$ cat config.mk
export PLATFORM = sky130hd
export DESIGN_NAME = lsu
export DESIGN_NICKNAME = d
export VERILOG_FILES = /design/src/rtl/lsu.sv
export SDC_FILE = /design/constraint.sdc
export NUM_CORES = 1
export LEC_CHECK = 0
export ABC_AREA = 1
export CORE_MARGIN = 3
export CORE_UTILIZATION = 31
export DETAILED_ROUTE_END_ITERATION = 6
export HOLD_SLACK_MARGIN = 0.08
export PLACE_DENSITY = 0.88
export SLEW_MARGIN = 20
export SYNTH_ARGS = -nofsm -noshare
export SYNTH_HDL_FRONTEND = slang
export SYNTH_SLANG_ARGS = --single-unit
$ cat constraint.sdc
create_clock -name clk -period 2.5 [get_ports clk]
set_input_delay 0.25 -clock clk [delete_from_list [all_inputs] [get_ports clk]]
set_output_delay 0.25 -clock clk [all_outputs]
set_load 0.1 [all_outputs]
$ cat src/rtl/lsu.sv
// ---------------------------------------------------------------------------
// lsu - load/store unit for the veriRISCV core.
//
// Takes load/store requests from the EX stage and drives an Avalon-MM data
// master. Bus requests are combinational from the EX inputs. Load responses
// are lane-selected and sign/zero-extended, then returned to the MEM stage
// as a one-cycle lsu_readdatavalid pulse.
//
// Optional feature macro: LSU_MISALIGN_CHECK_EN
//   defined   : misaligned H/W accesses are blocked and raise an exception flag.
//   undefined : every access is issued. Byte enables are truncated to 4 bits.
//               Missing upper load bytes read as 0.
//
// Ports
//   clk, rst                  core clock, synchronous active-high reset
//   ex_mem_read/write         valid load/store held in EX
//   ex_mem_opcode             funct3 (000 B, 001 H, 010 W, 100 BU, 101 HU)
//   ex_mem_address            byte address
//   ex_mem_writedata          store data (rs2)
//   ex_flush                  EX instruction is being killed
//   lsu_readdatavalid/data    extended load result to MEM
//   lsu_ex_stall              request issued but not accepted
//   lsu_mem_stall             load response still pending
//   lsu_exc_*_misaligned      misaligned access flags (combinational)
//   avm_*                     Avalon-MM data master
// ---------------------------------------------------------------------------
module lsu #(
  parameter int DATA_W = 32,
  parameter int ADDR_W = 32
) (
  input  logic              clk,
  input  logic              rst,
  input  logic              ex_mem_read,
  input  logic              ex_mem_write,
  input  logic [2:0]        ex_mem_opcode,
  input  logic [ADDR_W-1:0] ex_mem_address,
  input  logic [DATA_W-1:0] ex_mem_writedata,
  input  logic              ex_flush,
  output logic              lsu_readdatavalid,
  output logic [DATA_W-1:0] lsu_readdata,
  output logic              lsu_ex_stall,
  output logic              lsu_mem_stall,
  output logic              lsu_exc_load_misaligned,
  output logic              lsu_exc_store_misaligned,
  output logic [ADDR_W-1:0] avm_address,
  output logic              avm_read,
  output logic              avm_write,
  output logic [DATA_W-1:0] avm_writedata,
  output logic [3:0]        avm_byteenable,
  input  logic              avm_waitrequest,
  input  logic              avm_readdatavalid,
  input  logic [DATA_W-1:0] avm_readdata
);

  typedef enum logic [1:0] {IDLE, WAIT_RDATA, DRAIN} state_t;

  state_t      state_reg, state_next;
  logic [2:0]  opcode_reg;
  logic [1:0]  offset_reg;

  logic [1:0]        offset;
  logic [1:0]        size;
  logic              misaligned;
  logic              can_issue;
  logic              req_ok;
  logic              load_accept;
  logic              resp_fire;
  logic [DATA_W-1:0] shifted;
  logic [DATA_W-1:0] formatted;

  assign offset = ex_mem_address[1:0];
  assign size   = ex_mem_opcode[1:0];

`ifdef LSU_MISALIGN_CHECK_EN
  assign misaligned = ((size == 2'b01) && offset[0]) ||
                      ((size == 2'b10) && (offset != 2'b00));
  assign lsu_exc_load_misaligned  = ex_mem_read & ~ex_flush & misaligned;
  assign lsu_exc_store_misaligned = ex_mem_write & ~ex_flush & misaligned;
`else
  assign misaligned               = 1'b0;
  assign lsu_exc_load_misaligned  = 1'b0;
  assign lsu_exc_store_misaligned = 1'b0;
`endif

  // A new request may go out when idle, or in the same cycle the outstanding
  // load returns, which gives back-to-back loads with no bubble.
  assign can_issue = (state_reg == IDLE) ||
                     ((state_reg == WAIT_RDATA) && avm_readdatavalid);
  assign req_ok    = ~rst & ~ex_flush & ~misaligned & can_issue;

  // Loads take priority if EX ever presents both flags.
  assign avm_read    = ex_mem_read & req_ok;
  assign avm_write   = ex_mem_write & ~ex_mem_read & req_ok;
  assign avm_address = {ex_mem_address[ADDR_W-1:2], 2'b00};

  // Shifts of 4-bit constants drop lanes beyond byte 3 on purpose.
  always_comb begin
    avm_byteenable = 4'b1111;
    avm_writedata  = ex_mem_writedata;
    case (size)
      2'b00: begin
        avm_byteenable = 4'b0001 << offset;
        avm_writedata  = {4{ex_mem_writedata[7:0]}};
      end
      2'b01: begin
        avm_byteenable = 4'b0011 << offset;
        avm_writedata  = {2{ex_mem_writedata[15:0]}};
      end
      default: ;
    endcase
  end

  assign lsu_ex_stall = (avm_read | avm_write) & avm_waitrequest;
  assign load_accept  = avm_read & ~avm_waitrequest;

  // Logical right shift brings the addressed lane to bit 0 and zero-fills
  // any bytes that would lie past the end of the word.
  assign shifted = avm_readdata >> {offset_reg, 3'b000};

  always_comb begin
    formatted = shifted;
    case (opcode_reg)
      3'b000:  formatted = {{(DATA_W-8){shifted[7]}}, shifted[7:0]};
      3'b001:  formatted = {{(DATA_W-16){shifted[15]}}, shifted[15:0]};
      3'b100:  formatted = {{(DATA_W-8){1'b0}}, shifted[7:0]};
      3'b101:  formatted = {{(DATA_W-16){1'b0}}, shifted[15:0]};
      default: formatted = shifted;
    endcase
  end

  // Responses are only honoured while a load is outstanding; DRAIN consumes
  // its response silently.
  assign resp_fire         = ~rst & (state_reg == WAIT_RDATA) & avm_readdatavalid;
  assign lsu_readdatavalid = resp_fire;
  assign lsu_readdata      = resp_fire ? formatted : '0;
  assign lsu_mem_stall     = ~rst & (((state_reg == WAIT_RDATA) & ~avm_readdatavalid) |
                                     (state_reg == DRAIN));

  always_comb begin
    state_next = state_reg;
    case (state_reg)
      IDLE:       if (load_accept) state_next = WAIT_RDATA;
      WAIT_RDATA: if (avm_readdatavalid) state_next = load_accept ? WAIT_RDATA : IDLE;
      DRAIN:      if (avm_readdatavalid) state_next = IDLE;
      default:    state_next = IDLE;
    endcase
  end

  always_ff @(posedge clk) begin
    if (rst) begin
      state_reg  <= IDLE;
      opcode_reg <= 3'b000;
      offset_reg <= 2'b00;
    end else begin
      state_reg <= state_next;
      if (load_accept) begin
        opcode_reg <= ex_mem_opcode;
        offset_reg <= offset;
      end
    end
  end

endmodule
==> flow_summary_export.csv <==
group,metric,value,unit
grt,grt.total_usage,0.215,
critical_path,cp_slowest_stage_delay,0.50,ns
drt,vias_per_cell,5.07,
grt,grt_pass1_vias,2744,
critical_path,required,2.25,ns
min_path,hold_path_class,"flop to flop",
timing,fin_crit_sh,0.885,
layout,final_nets,576,
placed_design,placed_area,0.00392,mm²
timing,hold_ws,0.480,ns
placed_design,port_buffers,148,
synthesis,ys_ff_latch,6,
placed_design,dpl.hpwl,6910,µm
critical_path,path_max_fanout,40,
timing,rsz0062_at_grt,"false",
synthesis,yosysTopAreaCellShare,0.268,
clocking,cts_setup_buffers,0,
floorplan,die_h,85.8,µm
clocking,htreeDepth,1,
clocking,numCtsBuffers,3,
pwr,ir_worst_vdd,256,µV
clocking,cts_sinks,6,
pwr,leakage,1.82,nW
timing,report.final.slew_viol_count,0,
clocking,cts_tree,"yes",
clocking,cts_resized,0,
drt,drc,0,
critical_path,startpoint_type,"flop",
synthesis,syn_area,0.00197,mm²
drt,routed_wl,8170,µm
placed_design,place_inst,540,
synthesis,ys_top_cells_by_area,"nand2_1 27%, buf_4 17%, nand3_1 8.4%, a21oi_1 7.4%, dfxtp_1 6.1%",
synthesis,synth-seq-area-share,0.0608,
critical_path,crit_start,"offset_reg[0]",
synthesis,ys_async_sr_fraction,0,
floorplan,coreArea,0.00606,mm²
clocking,path_clk_slew,0.03,ns
synthesis,synth_most_common_cell,"nand2_1",
floorplan,ioPinCount,213,
layout,largest_register_ffs,3,
synthesis,synth_edf_count,0,
timing,setup_violations,0,
floorplan,rows,28,
drt,drt_iter0_drc,143,
layout,postLayoutCellArea,0.00396,mm²
layout,fin_cells,543,
synthesis,syn_inst,369,
drt,avgRoutedWirePerCell,15.0,µm
floorplan,initial_utilization,0.326,
drt,firstDrtPassIters,7,
synthesis,synth.avg_cell_area,5.35,µm²
grt,grt_max_degree,41,
floorplan,die_x,85.8,µm
layout,antennaDiodeCount,0,
critical_path,critPathTopFamily,"simple AND/OR/NAND/NOR gates",
clocking,clockBufferDepth,2,
critical_path,crit_type,"flop to output port",
clocking,root_buffer,"clkbuf_8",
synthesis,synth_ff_type,"dfxtp_1",
synthesis,synth_cell_type_count,25,
timing,fmax,0.452,GHz
critical_path,path_cells,"inv_6 > nand2_1 > nand3_2 > nand3_4 > nand3_4 > nand2_1 > inv_1 > buf_12",
grt,overflow,0,
layout,finish.utilization,0.653,
critical_path,cp.arrival,1.96,ns
critical_path,cp-end-kind,"output port",
drt,route.vias.total,2755,
grt,grt_pass1_wl,13000,µm
grt,antenna_found_initial,0,
timing,finClkSkew,0.000293,ns
critical_path,crit_path_top_delay_cell,"dfxtp_1",
layout,syn_to_final_growth,101,%
min_path,hold_start,"opcode_reg[0]",
synthesis,synth_common_cells,"141 x nand2_1, 45 x buf_4, 33 x nand3_1, 29 x a21oi_1, 21 x inv_1",
synthesis,ys_warn_count,0,
flow_run,max_cap_viol_count,0,
clocking,cts_hold_buffers,0,
clocking,clock_latency,0.22,ns
drt,antenna_left,0,
layout,drive_gt1_frac,0.288,
synthesis,synth_top_area_cell,"nand2_1",
timing,period_minus_slack,2.21,ns
pwr,p_per_area,297,mW/mm²
timing,hold_viol_final,0,
status,status,"complete, no violations",
critical_path,cp_num_buf_inv,3,
timing,setup_tns,0,ns
critical_path,r2r-start,"state_reg[0]",
floorplan,design.die.area,0.00736,mm²
placed_design,place_congestion,0.955,
==> power breakdown <==
group,internal (mW),switching [mW],total [mW],leakage (nW)
logic,0.330,0.606,0.936,1.75
clock network,0.103,0.0359,0.139,0.0216
registers,0.0987,0.00269,0.101,0.0486
==> worst paths after layout <==
path,to,slack [ns],cells after the start
min,opcode_reg[0],0.48,2
max,lsu_readdata[16],0.29,8
max reg2reg,opcode_reg[1],1.27,6
min reg2reg,opcode_reg[0],0.48,2
==> layer usage <==
| metal | track usage | vias up | wire (µm) |
|---|---|---|---|
| met4 | 0.0504 | 0 | 166 |
| met3 | 0.0788 | 18 | 1060 |
| met1 | 0.221 | 1235 | 2660 |
| met5 | 0 | - | 0 |
| li1 | - | 1325 | - |
| met2 | 0.411 | 177 | 4290 |
==> through the flow <==
stage	power [mW]	setup slack (ns)
final	1.18	0.288
after global routing	1.22	0.0796
after CTS	1.18	0.283
after detailed placement	1.04	0.368
after global placement	1.03	0.441
after floorplan	0.903	-0.475
==> area by class of cell <==
cell class / count / area [µm²]
flip-flops and latches: 6 / 120
clock buffers: 3 / 41.3
multi-input cells: 269 / 1400
well taps: 75 / 93.8
fillers: 479 / 2100
repair buffers: 157 / 2170
inverters: 33 / 136
==> placed cells by master (no fill, tap or decap), drive strengths merged, types with 4 or more instances in the layout <==
cell type,instances
dfxtp,6
o211ai,6
buf,82
inv,33
o21ai,19
a31oi,7
nand2,154
nand3,39
nor2,11
a21oi,29
clkdlybuf4s50,75
conb,4
==> worst register-to-register path, stage by stage (launching register included) <==
cell and delay, ns:
dfxtp_1 0.31, nand2_1 0.11, nand2_1 0.12, nor2_4 0.22, nand2_1 0.17, nand2_1 0.10, a21oi_1 0.06
==> kinds of logic after synthesis <==
group           synth area share
compound gates             0.167
buf+inv                    0.306
flops                     0.0608
other cells              0.00190
simple gates               0.465
(Power assumes the default switching activity.)
